## config.mk

```make
export PLATFORM = sky130hd
export DESIGN_NAME = vga_fb_ctrl
export DESIGN_NICKNAME = d
export VERILOG_FILES = /design/src/rtl/vga_fb_ctrl.sv
export SDC_FILE = /design/constraint.sdc
export NUM_CORES = 1
export LEC_CHECK = 0
export ABC_AREA = 1
export CAP_MARGIN = 20
export CORE_MARGIN = 2
export CORE_UTILIZATION = 45
export CTS_CLUSTER_SIZE = 30
export DETAILED_ROUTE_END_ITERATION = 10
export PLACE_DENSITY = 0.76
export SLEW_MARGIN = 5
export SYNTH_ARGS = -nofsm -noshare
export SYNTH_HDL_FRONTEND = slang
export SYNTH_SLANG_ARGS = --single-unit
export TNS_END_PERCENT = 30
```

## constraint.sdc

```tcl
create_clock -name clk -period 3.8 [get_ports clk]
set_clock_uncertainty 0.15 [all_clocks]
set_input_delay 0.76 -clock clk [delete_from_list [all_inputs] [get_ports clk]]
set_output_delay 0.76 -clock clk [all_outputs]
set_load 0.02 [all_outputs]
```

## src/rtl/vga_fb_ctrl.sv

```systemverilog
// Frame-buffer controller: upscales an FB_W x FB_H RGB888 buffer by SCALE for display,
// sharing one single-port RAM between display reads (priority) and host writes.
module vga_fb_ctrl #(
    parameter int FB_W  = 192,
    parameter int FB_H  = 108,
    parameter int SCALE = 10,
    parameter int AW    = 15
) (
    input  logic          clk,
    input  logic          reset_n,
    input  logic          sof,
    input  logic          pix_req,
    input  logic          vblank,
    input  logic          cfg_blank_only,
    input  logic          wr_valid,
    input  logic [AW-1:0] wr_addr,
    input  logic [23:0]   wr_data,
    output logic          wr_ready,
    output logic [AW-1:0] mem_addr,
    output logic          mem_we,
    output logic [23:0]   mem_wdata,
    input  logic [23:0]   mem_rdata,
    output logic [23:0]   pix_rgb,
    output logic          pix_valid,
    output logic          wr_oob,
    input  logic          oob_clr,
    output logic [7:0]    frame_cnt
);

    localparam int SXW     = $clog2(SCALE + 1);
    localparam int CW      = $clog2(FB_W + 1);
    localparam int RW      = $clog2(FB_H + 1);
    localparam int FB_SIZE = FB_W * FB_H;

    typedef enum logic [1:0] {IDLE, ACTIVE, DONE} state_t;

    state_t state, state_nxt;

    logic [SXW-1:0] sx, sy, sx_b, sy_b, sx_nxt, sy_nxt;
    logic [CW-1:0]  col, col_b, col_nxt;
    logic [RW-1:0]  row, row_b, row_nxt;
    logic [AW-1:0]  row_base, base_b, base_nxt;
    logic [AW-1:0]  rd_addr, addr_q;
    logic [23:0]    wdata_q;
    logic           rd_en, frame_end, wr_acc, wr_oob_hit;
    logic           req_q, rd_q;

    // A sof in the same cycle as pix_req makes that pixel the first of the frame.
    always_comb begin
        sx_b   = sof ? '0 : sx;
        col_b  = sof ? '0 : col;
        sy_b   = sof ? '0 : sy;
        row_b  = sof ? '0 : row;
        base_b = sof ? '0 : row_base;

        rd_en   = reset_n && pix_req && (sof || state == ACTIVE);
        rd_addr = base_b + AW'(col_b);

        sx_nxt    = sx_b;
        col_nxt   = col_b;
        sy_nxt    = sy_b;
        row_nxt   = row_b;
        base_nxt  = base_b;
        frame_end = 1'b0;

        if (rd_en) begin
            if (sx_b != SXW'(SCALE - 1)) begin
                sx_nxt = sx_b + 1'b1;
            end else begin
                sx_nxt = '0;
                if (col_b != CW'(FB_W - 1)) begin
                    col_nxt = col_b + 1'b1;
                end else begin
                    col_nxt = '0;
                    if (sy_b != SXW'(SCALE - 1)) begin
                        sy_nxt = sy_b + 1'b1;
                    end else begin
                        sy_nxt = '0;
                        if (row_b != RW'(FB_H - 1)) begin
                            row_nxt  = row_b + 1'b1;
                            base_nxt = base_b + AW'(FB_W);
                        end else begin
                            row_nxt   = '0;
                            base_nxt  = '0;
                            frame_end = 1'b1;
                        end
                    end
                end
            end
        end

        state_nxt = state;
        if (frame_end) begin
            state_nxt = DONE;
        end else if (sof) begin
            state_nxt = ACTIVE;
        end
    end

    // Host port only sees the RAM when the display is not reading it.
    always_comb begin
        wr_ready   = !pix_req && (!cfg_blank_only || vblank);
        wr_acc     = reset_n && wr_valid && wr_ready;
        wr_oob_hit = wr_acc && (32'(wr_addr) >= 32'(FB_SIZE));
        mem_we     = wr_acc && !wr_oob_hit;
        mem_wdata  = mem_we ? wr_data : wdata_q;
        if (rd_en) begin
            mem_addr = rd_addr;
        end else if (mem_we) begin
            mem_addr = wr_addr;
        end else begin
            mem_addr = addr_q;
        end
    end

    always_ff @(posedge clk or negedge reset_n) begin
        if (!reset_n) begin
            state    <= IDLE;
            sx       <= '0;
            col      <= '0;
            sy       <= '0;
            row      <= '0;
            row_base <= '0;
        end else begin
            state    <= state_nxt;
            sx       <= sx_nxt;
            col      <= col_nxt;
            sy       <= sy_nxt;
            row      <= row_nxt;
            row_base <= base_nxt;
        end
    end

    // Two-stage pixel pipeline matching the RAM's one-cycle read latency.
    always_ff @(posedge clk or negedge reset_n) begin
        if (!reset_n) begin
            addr_q    <= '0;
            wdata_q   <= '0;
            req_q     <= 1'b0;
            rd_q      <= 1'b0;
            pix_valid <= 1'b0;
            pix_rgb   <= '0;
            wr_oob    <= 1'b0;
            frame_cnt <= '0;
        end else begin
            addr_q    <= mem_addr;
            wdata_q   <= mem_wdata;
            req_q     <= pix_req;
            rd_q      <= rd_en;
            pix_valid <= req_q;
            pix_rgb   <= rd_q ? mem_rdata : 24'h000000;
            if (wr_oob_hit) begin
                wr_oob <= 1'b1;
            end else if (oob_clr) begin
                wr_oob <= 1'b0;
            end
            if (sof) begin
                frame_cnt <= frame_cnt + 8'd1;
            end
        end
    end

endmodule

```

==> results of run 1 <==
how the worst min path moves through the flow:
stage,start,to,cells past startpoint
floorplan,req_q,pix_valid,0
global placement,req_q,pix_valid,0
detailed placement,req_q,pix_valid,0
CTS,reset_n,col[6],2
global route,req_q,pix_valid,0
finish,req_q,pix_valid,0
kinds of logic (layout without fill, tap and decap cells):
| kind of cell | after synthesis | after routing | synth area share [%] |
|---|---|---|---|
| adder cells (fa/ha/maj) | 8 | 8 | 1.71 |
| XOR/XNOR | 15 | 15 | 2.25 |
| buffers and inverters | 157 | 399 | 10.8 |
| flip-flops | 115 | 115 | 49.3 |
| AND/OR/NAND/NOR | 393 | 393 | 28.8 |
| AO/OA/AOI/OAI | 78 | 78 | 7.17 |
sequential cells by signal, indices dropped and copies added (netlist names), 2 cells and up:
name,flops
wdata_q,24
row,7
addr_q,15
sy,4
pix_rgb,24
sx,4
state,2
row_base,15
col,8
frame_cnt,8
cell usage in the layout, fill, tap and decap left out, types with 2 or more instances in the layout:
| master | Yosys | layout |
|---|---|---|
| buf_4 | 1 | 84 |
| nor2_4 | 4 | 5 |
| ha_1 | 8 | 8 |
| inv_1 | 129 | 129 |
| nand3_2 | 4 | 4 |
| xor2_1 | 10 | 10 |
| a21oi_1 | 32 | 32 |
| xnor2_1 | 5 | 5 |
| nand2_1 | 237 | 237 |
| nand3_1 | 38 | 38 |
| dlymetal6s2s_1 | 0 | 2 |
| dlygate4sd2_1 | 0 | 28 |
| a32oi_1 | 2 | 2 |
| o22ai_1 | 4 | 4 |
| clkinvlp_4 | 0 | 4 |
| nand2_2 | 7 | 7 |
| clkbuf_2 | 0 | 6 |
| clkdlybuf4s15_2 | 0 | 2 |
| a22oi_1 | 2 | 2 |
| clkdlybuf4s50_1 | 0 | 104 |
| nor2_1 | 70 | 69 |
| clkinv_2 | 0 | 2 |
| clkinv_4 | 0 | 4 |
| nand4_1 | 7 | 7 |
| inv_6 | 1 | 4 |
| clkdlybuf4s15_1 | 0 | 2 |
| nor2_2 | 11 | 11 |
| clkbuf_16 | 0 | 17 |
| nor3_1 | 7 | 7 |
| o21ai_1 | 6 | 8 |
| o21ai_0 | 28 | 26 |
| nand3b_1 | 4 | 4 |
| dfrtp_1 | 115 | 115 |
| inv_2 | 7 | 7 |
timing repair:
action	in CTS	in global routing
endpoints found under the hold margin	0	0
gates resized for setup	50	12
pin swaps	0	0
endpoints found under the setup margin	39	14
per-stage QoR:
step           std cells  util [%]  hold WS (ps)
5_1_grt             1180      67.5           229
3_5_place_dp        1148      63.5           202
3_3_place_gp        1148      63.5           184
2_1_floorplan        766         -           181
6_report            1180      67.5           220
4_1_cts             1180      67.7           220
critical path: cells and delay by family:
family,cells,cell delay (ps)
AND/OR/NAND/NOR,2,380
AO/OA/AOI/OAI,1,180
buffers and inverters,5,1380
final cells by class:
class | count | share of cell area (%)
clock buffers | 18 | 5.02
clock inverters | 14 | 1.54
inverters | 138 | 6.11
multi-input cells | 494 | 27.4
flip-flops and latches | 115 | 33.6
well taps | 172 | 2.52
repair buffers | 229 | 23.8
where the power goes:
part	total, mW	switching [mW]	internal (mW)
clock network	1.50	0.598	0.903
registers	1.41	0.0661	1.35
logic	0.669	0.371	0.298
total	3.58	1.04	2.55
per-layer routing:
| metal | share of wire (%) | GRT usage (%) |
|---|---|---|
| met1 | 43 | 30.1 |
| met2 | 50 | 41.6 |
| met3 | 4.1 | 5.62 |
| met4 | 2.3 | 9.56 |
| met5 | 0 | 0 |
==> metrics.md, run 1 <==
| Metric | Value |
|---|---|
| Inserted Clock Buffers | 17 |
| Die ar. | 0.0139 mm² |
| Area Growth Syn to Fin | 46.4% |
| Outcome | finished clean |
| Initial DRT Pass Iterations | 5 |
| Worst Setup SP | vblank |
| Wire per inst | 13.5 µm |
| H-Tree Depth | 4 |
| Grt ovf | 0 |
| Synth area leaders | dfrtp_1, nand2_1, inv_1, nor2_1, nand3_1 |
| Die Y | 118 µm |
| FF+latch count, synth | 115 |
| Cell Area, Synth | 0.00584 mm² |
| R2R Path End | row_base[10] |
| Pwr/cell area | 419 mW/mm² |
| HP Class | flip-flop to flip-flop |
| Synth Instances | 766 |
| Reg area | 0.00288 mm² |
| Yosys warns | 0 |
| Cell Area, Placed | 0.00804 mm² |
| Register area share after synthesis | 49.3% |
| Slew Viols, Final | 0 |
| Post-route setup slack | 178 ps |
| Leak pwr | 4.61 nW |
| CP Class | primary input to output port |
| CP Cell Sequence | clkdlybuf4s50_1, inv_1, a21oi_1, nand3_1, nor2_4, buf_12, buf_4, clkdlybuf4s50_1 |
| Initial core utilization | 46.1% |
| Sinks on Clock Net | 115 |
| Die width | 118 µm |
| Final WL | 15900 µm |
| Synth cell types | 37 |
| CTS tree | yes |
| Tot GR Track Use | 24.5% |
| Share of async-settable or async-resettable flops after synthesis | 100% |
| Fraction of layout cells with a size suffix above 1 | 16.1% |
| R2R Path Start | state[1] |
| CTS clk-pin slew, worst paths | 50 ps |
| Period utilization | 95.3% |
| Predominant post-synthesis flop cell | dfrtp_1 |
| Routability cong. | 0.872 |
| Initial antenna violation count | 0 |
| Power Total | 3.58 mW |
| Final setup violation count | 0 |
| Final Critical Period | 3620 ps |
| Area occupied by multi-input gates | 0.00234 mm² |
| Port Buffers | 145 |
| # DRC | 0 |
| Clock insertion delay at the later pin of the skew report | 420 ps |
| Reg2reg path depth | 12 |
| Top Ports | 146 |
| Avg Vias per Cell | 4.70 |
| Maximum fanout along the worst path | 14 |
| Antenna Violating Nets Remaining | 0 |
| Worst Tran Pin Value | 725 ps |
| HPWL Detailed | 11900 µm |
| Critical Path Max Stage Delay | 600 ps |
| Most instantiated library cell after synthesis | nand2_1 |
| Fill count | 1033 |
| Startpoint Class | primary input |
| Number of global-route vias before repair | 5632 |
| CP arrival | 2710 ps |
| Most common cell on crit path | clkdlybuf4s50_1 |
| Final Cell Area | 0.00855 mm² |
| Max-cap violations | 0 |
| Largest net degree at the start of global routing | 46 |
| Dpl ws | -554 ps |
| Post-Synthesis Mean Instance Area | 7.63 µm² |
| Post-synth top area share | 49.3% |
| Worst path slowest cell | clkdlybuf4s50_1 |
| Top post-synthesis cells by count | nand2_1, inv_1, dfrtp_1 |
| Crit end category | output port |
| Hold Fails Final Rpt | 0 |
| Peak supply drop | 0.307 mV |
| CTS Buffer Depth | 2 |
| Syn_nets | 845 |
| Setup TNS | 0 ps |
| Initial drt markers | 476 |
| First-pass GRT wire length | 27200 µm |
| R2r setup slk | 1680 ps |
| Antenna Cells | 0 |
| Max-slew headroom | 51.7% |
| Post-CTS setup buffers | 0 |
| Number of synthesized flops with an enable pin | 0 |
| Hold buffers post-CTS | 0 |
| Nets | 1074 |
| RSZ-0062 raised after global routing | no |
| Clock root buffer | clkbuf_16 |
| CP endpoint | mem_we |
| Vias post-DR | 5541 |
| Largest area contributor in the netlist | dfrtp_1 |
| Critical path data required time | 2890 ps |
| Fmax | 276 MHz |
| Area of the core | 0.0127 mm² |
| FP Rows | 41 |
(Power assumes the default switching activity.)
==> run 2, diff against run 1 <==
Settings changed: PLACE_DENSITY 0.76 to 0.79.
Clock period 3.8 ns to 3.3 ns, I/O delays scaled along.
==> metrics.md, run 2 (synthesis gave the netlist of run 1 again) <==
| Metric | Value |
|---|---|
| Final setup violation count | 0 (unchanged) |
| Clock root buffer | clkbuf_16 (unchanged) |
| Outcome | finished clean (unchanged) |
| Peak supply drop | 0.340 mV (was 0.307 mV) |
| HPWL Detailed | 12000 µm (was 11900 µm) |
| CP arrival | 2470 ps (was 2710 ps) |
| Dpl ws | -875 ps (was -554 ps) |
| Area of the core | 0.0127 mm² (unchanged) |
| Cell Area, Placed | 0.00813 mm² (was 0.00804 mm²) |
| CTS tree | yes (unchanged) |
| Period utilization | 99.5% |
| GR peak layer | met2 (unchanged) |
| Leak pwr | 4.71 nW (was 4.61 nW) |
| # DRC | 0 (unchanged) |
| Vias post-DR | 5778 (was 5541) |
| Area occupied by multi-input gates | 0.00258 mm² (was 0.00234 mm²) |
| Slew Viols, Final | 0 (unchanged) |
| Inserted Clock Buffers | 17 (unchanged) |
| Most frequent cells in the layout | nand2_1, inv_1, dfrtp_1, clkdlybuf4s50_1, buf_4 (unchanged) |
| CP Cell Sequence | clkdlybuf4s50_1, nor2_1, nand4_1, nand2_1, nor2_4, inv_2, buf_4, nand2_1, a21oi_1, clkdlybuf4s15_1 (was clkdlybuf4s50_1, inv_1, a21oi_1, nand3_1, nor2_4, buf_12, buf_4, clkdlybuf4s50_1) |
| Die ar. | 0.0139 mm² (unchanged) |
| CP Class | primary input to output port (unchanged) |
| R2r setup slk | 1220 ps (was 1680 ps) |
| Power Total | 4.39 mW (was 3.58 mW) |
| Sinks on Clock Net | 115 (unchanged) |
| Worst path slowest cell | clkdlybuf4s50_1 (unchanged) |
| Most common cell on crit path | nand2_1 (was clkdlybuf4s50_1) |
| CTS clk-pin slew, worst paths | 60 ps (was 50 ps) |
| Final WL | 17200 µm (was 15900 µm) |
| Avg Vias per Cell | 4.83 (was 4.70) |
| Global Route met2 Usage | 44.3% (was 41.6%) |
| Fmax | 304 MHz |
| Post-route setup slack | 15.1 ps (was 178 ps) |
| Worst Tran Pin Value | 839 ps (was 725 ps) |
| CTS Buffer Depth | 2 (unchanged) |
| Antenna Violating Nets Remaining | 0 (unchanged) |
| Final Cell Area | 0.00899 mm² (was 0.00855 mm²) |
| Pwr/cell area | 488 mW/mm² (was 419 mW/mm²) |
| Critical path data required time | 2490 ps (was 2890 ps) |
| Routing usage on met1 | 30.6% (was 30.1%) |
| Die Y | 118 µm (unchanged) |
| Fill count | 890 (was 1033) |
| Worst Hold Slack | 83.5 ps (was 220 ps) |
| Area Growth Syn to Fin | 53.9% (was 46.4%) |
| Largest net degree at the start of global routing | 68 (was 46) |
| Fraction of layout cells with a size suffix above 1 | 26.0% (was 16.1%) |
| Die width | 118 µm (unchanged) |
| Startpoint Class | primary input (unchanged) |
| Initial antenna violation count | 0 (unchanged) |
| First-pass GRT wire length | 28300 µm (was 27200 µm) |
| Crit end category | output port (unchanged) |
| Routability cong. | 0.923 (was 0.872) |
| Initial DRT Pass Iterations | 5 (unchanged) |
| Antenna Cells | 0 (unchanged) |
| Grt ovf | 0 (unchanged) |
| Maximum fanout along the worst path | 7 (was 14) |
| Final Critical Period | 3280 ps |
| FP Rows | 41 (unchanged) |
| Wire per inst | 14.4 µm (was 13.5 µm) |
| Hold Fails Final Rpt | 0 (unchanged) |
| Max-cap violations | 0 (unchanged) |
| Critical Path Max Stage Delay | 480 ps (was 600 ps) |
| Clock insertion delay at the later pin of the skew report | 420 ps (about the same) |
| Nets | 1091 (was 1074) |
| Setup TNS | 0 ps (unchanged) |
| Initial drt markers | 479 (was 476) |
| Max-slew headroom | 44.1% (was 51.7%) |
| Number of global-route vias before repair | 5905 (was 5632) |
| Tot GR Track Use | 25.5% (was 24.5%) |
| Initial core utilization | 46.1% (unchanged) |
| Port Buffers | 145 (unchanged) |
| H-Tree Depth | 4 (unchanged) |
| Top Ports | 146 (unchanged) |
| Regs by FF count | pix_rgb x24, wdata_q x24 (unchanged) |
| GR Layer Usage met3 | 5.86% (was 5.62%) |
| HP Class | primary input to async pin (was flip-flop to flip-flop) |
| Most common cell after layout, fill and taps aside | nand2_1 (unchanged) |
| Reg area | 0.00288 mm² (unchanged) |
| RSZ-0062 raised after global routing | yes (was no) |
run 2: cell types whose count changed in the layout (fill, tap and decap cells not counted), sizes merged, moves of 4 or more:
| cell | delta |
|---|---|
| buf | +29 |
| dlygate4sd2 | -27 |
| clkdlybuf4s15 | +8 |
| clkbuf | +7 |
| inv | +6 |
| clkinvlp | -4 |
run 2: critical path, delay by kind of cell:
| family | cells | cell delay [ps] |
|---|---|---|
| AND/OR/NAND/NOR | 5 | 500 |
| AO/OA/AOI/OAI | 1 | 220 |
| buffers and inverters | 4 | 1090 |
run 2: worst paths after layout:
check / from / to / cells after the start
min: reset_n / wdata_q[1] / 2
min in group clk: req_q / pix_valid / 0
min reg2reg: req_q / pix_valid / 0
max: wr_addr[13] / mem_addr[0] / 10
max reg2reg: state[0] / col[7] / 11
max in group asynchronous: reset_n / row[4] / 3
run 2: cell type report:
type	instances	area share, %
timing repair buffer	245	24.1
clock inverter	15	2.13
timing repair inverter	1	0.0696
inverter	138	5.86
multi-input combinational	494	28.7
tap	172	2.39
sequential	115	32.0
clock buffer	17	4.73
run 2: per-stage QoR:
step	util (%)	std cells
final	71.0	1197
after global routing	71.0	1197
after CTS	70.9	1197
after detailed placement	64.1	1156
after global placement	64.1	1156
after floorplan	-	766
run 2: routing by layer:
metal / vias up / wire [µm]
li1: 2838 / -
met1: 2763 / 7220
met2: 144 / 8870
met3: 33 / 744
met4: 0 / 342
met5: - / 0
run 2: repair_timing:
| action | CTS | global route |
|---|---|---|
| setup endpoints to repair | 40 | 39 |
| gates cloned | 2 | 0 |
| buffers inserted | 6 | 0 |
| gates resized for setup | 179 | 53 |
| endpoints found under the hold margin | 1 | 0 |
| hold buffers | 1 | 0 |
| pin swaps | 27 | 7 |
run 2: report_power, final:
part	internal (mW)	switching, mW
sequential	1.55	0.0785
clock	1.21	0.714
combinational	0.380	0.455
==> run 3, diff against run 2 <==
Settings changed: PLACE_DENSITY 0.79 to 0.76.
Clock period 3.3 ns to 3.9 ns, I/O delays scaled along.
==> metrics.md, run 3 (synthesis gave the netlist of run 1 again) <==
| Metric | Value |
|---|---|
| Final setup violation count | 0 (unchanged) |
| Worst Hold Slack | 202 ps (was 83.5 ps) |
| Outcome | finished clean (unchanged) |
| Leak pwr | 4.84 nW (was 4.71 nW) |
| Nets | 1070 (was 1091) |
| Startpoint Class | primary input (unchanged) |
| Maximum fanout along the worst path | 6 (was 7) |
| Post-CTS setup buffers | 0 (was 6) |
| Number of global-route vias before repair | 5730 (was 5905) |
| Area Growth Syn to Fin | 48.3% (was 53.9%) |
| Initial drt markers | 399 (was 479) |
| Wire per inst | 14.0 µm (was 14.4 µm) |
| Peak supply drop | 0.384 mV (was 0.340 mV) |
| Pwr/cell area | 431 mW/mm² (was 488 mW/mm²) |
| Crit end category | output port (unchanged) |
| Final Critical Period | 3750 ps |
| Critical Path Max Stage Delay | 360 ps (was 480 ps) |
| HP Class | flip-flop to flip-flop (was primary input to async pin) |
| Period utilization | 96.2% |
| CP Cell Sequence | clkdlybuf4s15_1, buf_4, nor2_1, ha_1, ha_1, inv_1, nand2_1, inv_1, or2_2, a32oi_1, dlygate4sd2_1 (was clkdlybuf4s50_1, nor2_1, nand4_1, nand2_1, nor2_4, inv_2, buf_4, nand2_1, a21oi_1, clkdlybuf4s15_1) |
| Critical path data required time | 2970 ps (was 2490 ps) |
| HPWL Detailed | 11900 µm (was 12000 µm) |
| Regs by FF count | pix_rgb x24, wdata_q x24 (unchanged) |
| Max-slew headroom | 53.2% (was 44.1%) |
| Worst Setup SP | sof (was wr_addr[13]) |
| Port Buffers | 145 (unchanged) |
| Routability cong. | 0.892 (was 0.923) |
| Reg2reg path depth | 12 (was 11) |
| CTS clk-pin slew, worst paths | 50 ps (was 60 ps) |
| R2R Path Start | state[1] (was state[0]) |
| CTS Buffer Depth | 2 (unchanged) |
| Final WL | 16500 µm (was 17200 µm) |
| Slew Viols, Final | 0 (unchanged) |
| Fraction of layout cells with a size suffix above 1 | 16.3% (was 26.0%) |
| Inserted Clock Buffers | 17 (unchanged) |
| H-Tree Depth | 4 (unchanged) |
| CTS tree | yes (unchanged) |
| CP arrival | 2820 ps (was 2470 ps) |
| R2R Path End | row_base[10] (was col[7]) |
| RSZ-0062 raised after global routing | yes (unchanged) |
| CP Class | primary input to output port (unchanged) |
| Die ar. | 0.0139 mm² (unchanged) |
| Top Ports | 146 (unchanged) |
| CP endpoint | mem_addr[2] (was mem_addr[0]) |
| Hold Fails Final Rpt | 0 (unchanged) |
| Grt ovf | 0 (unchanged) |
| Logic pwr share | 18.2% (was 19.0%) |
| Most common cell after layout, fill and taps aside | nand2_1 (unchanged) |
| Most frequent cells in the layout | nand2_1, inv_1, dfrtp_1, clkdlybuf4s50_1, buf_4 (unchanged) |
| Tot GR Track Use | 25.0% (was 25.5%) |
| Vias post-DR | 5666 (was 5778) |
| First-pass GRT wire length | 27700 µm (was 28300 µm) |
| FP Rows | 41 (unchanged) |
| Initial antenna violation count | 0 (unchanged) |
| Internal power | 2.72 mW (was 3.14 mW) |
| Die width | 118 µm (unchanged) |
| Sinks on Clock Net | 115 (unchanged) |
| Clock group share of total power | 44.9% (was 43.8%) |
| # DRC | 0 (unchanged) |
| Max-cap violations | 0 (unchanged) |
| Fmax | 266 MHz |
| Initial DRT Pass Iterations | 5 (unchanged) |
| Worst Tran Pin Value | 702 ps (was 839 ps) |
| Die Y | 118 µm (unchanged) |
| Clock root buffer | clkbuf_16 (unchanged) |
| Antenna Cells | 0 (unchanged) |
| Worst path slowest cell | dlygate4sd2_1 (was clkdlybuf4s50_1) |
| Reg power frac | 36.9% (was 37.1%) |
| Sw power | 1.02 mW (was 1.25 mW) |
| Area of the core | 0.0127 mm² (unchanged) |
| Antenna Violating Nets Remaining | 0 (unchanged) |
| Avg Vias per Cell | 4.82 (was 4.83) |
| Power Total | 3.73 mW (was 4.39 mW) |
| Largest net degree at the start of global routing | 48 (was 68) |
| Sw frac | 27.2% (was 28.4%) |
| Clock insertion delay at the later pin of the skew report | 420 ps (about the same) |
| R2r setup slk | 1740 ps (was 1220 ps) |
| Initial core utilization | 46.1% (unchanged) |
## run 3: cell count changes in the layout (fill, tap and decap cells not counted), sizes merged
| cell | delta |
|---|---|
| buf | -32 |
| bufinv | +1 |
| clkbuf | -5 |
| clkdlybuf4s15 | -10 |
| clkdlybuf4s50 | +3 |
| clkinv | +2 |
| clkinvlp | +1 |
| dlygate4sd2 | +4 |
| dlygate4sd3 | -1 |
| dlymetal6s2s | +22 |
| inv | -6 |
## run 3: final cells by class
| type | count | area [µm²] |
|---|---|---|
| Clock buffer | 18 | 439 |
| Clock inverter | 14 | 203 |
| Fill cell | 1004 | 4010 |
| Inverter | 138 | 523 |
| Multi-Input combinational cell | 494 | 2350 |
| Sequential cell | 115 | 2880 |
| Tap cell | 172 | 215 |
| Timing Repair Buffer | 225 | 2060 |
## run 3: worst max-delay path: cells and delay by family
kind	cells	cell delay (ps)
buffers and inverters	5	940
adders and majority gates	2	350
AOI/OAI and AO/OA	1	220
and+or+nand+nor	3	520
## run 3: repair_timing
action                                  CTS  global route
hold buffers                              0             0
endpoints found under the hold margin     0             0
resized for setup                        18            48
pin swaps                                 0             0
endpoints found under the setup margin   17            33
## run 3: power by group through the flow
stage / Combinational [mW] / Clock, mW / Sequential [mW]
after floorplan: 0.269 / 0 / 1.44
after global placement: 0.694 / 0 / 1.39
after detailed placement: 0.702 / 0 / 1.40
after CTS: 0.697 / 1.70 / 1.38
after global routing: 0.730 / 1.75 / 1.39
final: 0.680 / 1.67 / 1.38
## run 3: layer usage
layer	track usage, %	vias up	wire length [µm]
li1	-	2801	-
met1	30.0	2695	6980
met2	43.4	140	8450
met3	5.86	30	692
met4	9.56	0	400
met5	0	-	0
## run 3: worst min path at each step
| stage | start | cells after the start | to |
|---|---|---|---|
| after global routing | req_q | 0 | pix_valid |
| after CTS | req_q | 0 | pix_valid |
| after global placement | req_q | 0 | pix_valid |
| after floorplan | req_q | 0 | pix_valid |
| after detailed placement | req_q | 0 | pix_valid |
| final | req_q | 0 | pix_valid |
## run 3: stage by stage
step                cells  instance area (µm²)  setup WS, ps  util, %  setup TNS [ps]
floorplan             766                 5840           217        -               0
global placement     1144                 8000          -432     63.1           -4820
detailed placement   1144                 8000          -475     63.1           -5410
CTS                  1176                 8630          7.00     68.1               0
global route         1176                 8660         -93.3     68.4           -95.8
finish               1176                 8660           147     68.4               0
==> RTL change (settings of run 2) <==
`FB_W`: 192 -> 288.
--- a/src/rtl/vga_fb_ctrl.sv
+++ b/src/rtl/vga_fb_ctrl.sv
@@ -1,7 +1,7 @@
 // Frame-buffer controller: upscales an FB_W x FB_H RGB888 buffer by SCALE for display,
 // sharing one single-port RAM between display reads (priority) and host writes.
 module vga_fb_ctrl #(
-    parameter int FB_W  = 192,
+    parameter int FB_W  = 288,
     parameter int FB_H  = 108,
     parameter int SCALE = 10,
     parameter int AW    = 15
Function: changed (Yosys sat finds a counterexample within 4 cycles, from zero or initial values and one cycle with reset_n low).
==> RTL change against run 2 <==
- the run now ends with setup timing left
- worst setup slack got worse by 0.030 ns
- sequential cell count increased by 1
- fmax decreased by 0.91%
- first-iteration DRC count decreased by 20%
- routed wire length decreased by 5.8%
- synthesized area increased by 2.4%
- total power increased by 2.4%
- final area increased by 1.8%
- critical endpoint is now mem_addr[14]
- highest routed layer unchanged
==> RTL change: results (changes against run 2) <==
* CTS H-tree depth at 4 (unchanged)
* Clock buffer depth at 2 (unchanged)
* Root Buffer: clkbuf_16
* Total number of vias at 5923 (+2.5%)
* Number of global-route vias before repair at 5762 (-2.4%)
* Clk slew on worst S/H paths at about 0.050 ns
* Top post-synthesis cells by count: 238 x nand2_1, 142 x inv_1, 116 x dfrtp_1
* Initial antenna violation count at 0 (unchanged)
* Num CTS Buffers at 17 (unchanged)
* Main area contributors after synthesis: dfrtp_1 49%, nand2_1 15%, inv_1 8.9%
* Routed len/inst at 13.2 microns (-8.4%)
* Crit path largest cell delay at 0.37 ns (-0.11 ns)
* Final nets at 1125 (+3.1%)
* Total GRT Usage at 23.3% (-2.2 points)
* CP max-delay cell: fa_2
* Relative slew slack at 46.8% (+2.8 points)
* Tightest Hold Check Type: input port to asynchronous set/reset pin
* R2R Path End: row[0]
* Yosys cell types at 34 (-8.1%)
* Dominant synthesized flop cell: dfrtp_1
* Largest net degree at the start of global routing at 62 (-8.8%)
* Setup TNS after final layout at -0.0151 ns (-0.0151 ns)
* Antenna diode count at 0 (unchanged)
* Violated checks: setup timing
* Sequential share of the synthesized area at 48.5% (-0.75 points)
* Reg2reg path depth at 14 (+3)
* # port buffers at 145 (unchanged)
* Largest regs: pix_rgb (24), wdata_q (24)
* Detailed Place HPWL at 11.5 mm (-4.0%)
* Die ar. at 14200 sq um (+2.3%)
* Worst-Skew Late Latency at 0.42 ns (about the same)
* Worst Path Arrival at 2.51 ns (+0.04 ns)
* Critical path peak fanout at 5 (-2)
* First-pass GRT wire length at 26.3 mm (-7.0%)
* 1st-iter DRT viols at 385 (-20%)
* CP startpoint: sof
* CP top delay family: simple AND/OR/NAND/NOR gates
* Critical Path Sink: mem_addr[14]
* R2r setup slk at 0.85 ns (-0.37 ns)
* Share of cells above drive strength 1 at 21.1% (-4.8 points)
* Setup WS post-layout at -0.0151 ns (-0.0302 ns)
* Placed cell areas at 8390 sq um (+3.2%)
* Filler cells at 979 (+10%)
* GP Congestion at 0.878 (-4.9%)
* Syn nets at 877 (+3.8%)
* Worst R2R Start: col[0]
* Max Cap Viol at 0 (unchanged)
* Leak at 4.90 nW (+4.0%)
* VDD IR max at 0.000303 V (-11%)
* First-pass DRT Iterations at 5 (unchanged)
* Final Setup Violations at 1 (+1)
* Status: finished with violations
RTL change: timing repair:
| action | 4_1_cts | 5_1_grt |
|---|---|---|
| hold endpoints to repair | 1 | 0 |
| pin swaps | 15 | 7 |
| hold buffers | 1 | 0 |
| setup buffers | 3 | 1 |
| cloned | 1 | 0 |
| resized for setup | 106 | 73 |
| endpoints found under the setup margin | 40 | 39 |
RTL change: final cells by class:
| type | instances | area [sq um] | area share, % |
|---|---|---|---|
| flip-flops and latches | 116 | 2900 | 31.7 |
| multi-input cells | 510 | 2620 | 28.6 |
| clock buffers | 21 | 470 | 5.14 |
| repair buffers | 250 | 2190 | 23.9 |
| inverters | 147 | 557 | 6.08 |
| well taps | 176 | 220 | 2.41 |
| clock inverters | 11 | 199 | 2.17 |
RTL change: per-layer routing:
layer | vias to the layer above | track usage [%] | wire (microns)
met5 | - | 0 | 0
met4 | 0 | 12.7 | 580
met3 | 46 | 5.22 | 874
met2 | 182 | 39.0 | 8040
met1 | 2756 | 27.8 | 6700
li1 | 2939 | - | -
RTL change: worst min path at each step:
| stage | depth (start not counted) | slack, ns | to |
|---|---|---|---|
| after global routing | 2 | 0.18 | pix_valid |
| after global placement | 0 | 0.18 | pix_valid |
| after floorplan | 0 | 0.18 | pix_valid |
| after detailed placement | 0 | 0.19 | pix_valid |
| after CTS | 2 | 0.17 | addr_q[4] |
| final | 2 | 0.16 | pix_valid |
RTL change: metrics by stage:
stage | util (%) | instances | hold WS, ns | setup slack, ns | power [W]
floorplan | - | 794 | 0.181 | 0.0114 | 0.00201
global placement | 63.8 | 1193 | 0.184 | -0.957 | 0.00249
detailed placement | 63.8 | 1193 | 0.190 | -0.995 | 0.00251
CTS | 69.5 | 1230 | 0.170 | -0.0380 | 0.00454
global route | 69.7 | 1231 | 0.182 | -0.120 | 0.00467
finish | 69.7 | 1231 | 0.162 | -0.0151 | 0.00449
RTL change: cell families after synthesis:
family	after synthesis	synth area share, %
and+or+nand+nor	434	31.4
buffers and inverters	168	10.8
DFF	116	48.5
AOI/OAI and AO/OA	46	4.04
xor gates and xnor gates	18	2.63
adders and majority gates	12	2.63
RTL change: where the power goes:
group	internal (W)	switching, W
clock network	0.00140	0.000652
logic	0.000372	0.000431
registers	0.00156	0.0000785
RTL change: worst register-to-register path, cell delays in order, from the launching register on:
cell	delay (ns)
dfrtp_1	0.35
inv_1	0.07
nor2_4	0.13
buf_4	0.12
buf_4	0.11
ha_1	0.16
nand2_1	0.07
nor2_1	0.18
nand4_1	0.20
nor2_4	0.22
nand2_4	0.14
nor2_4	0.17
o21ai_0	0.11
o21ai_0	0.11
inv_1	0.06
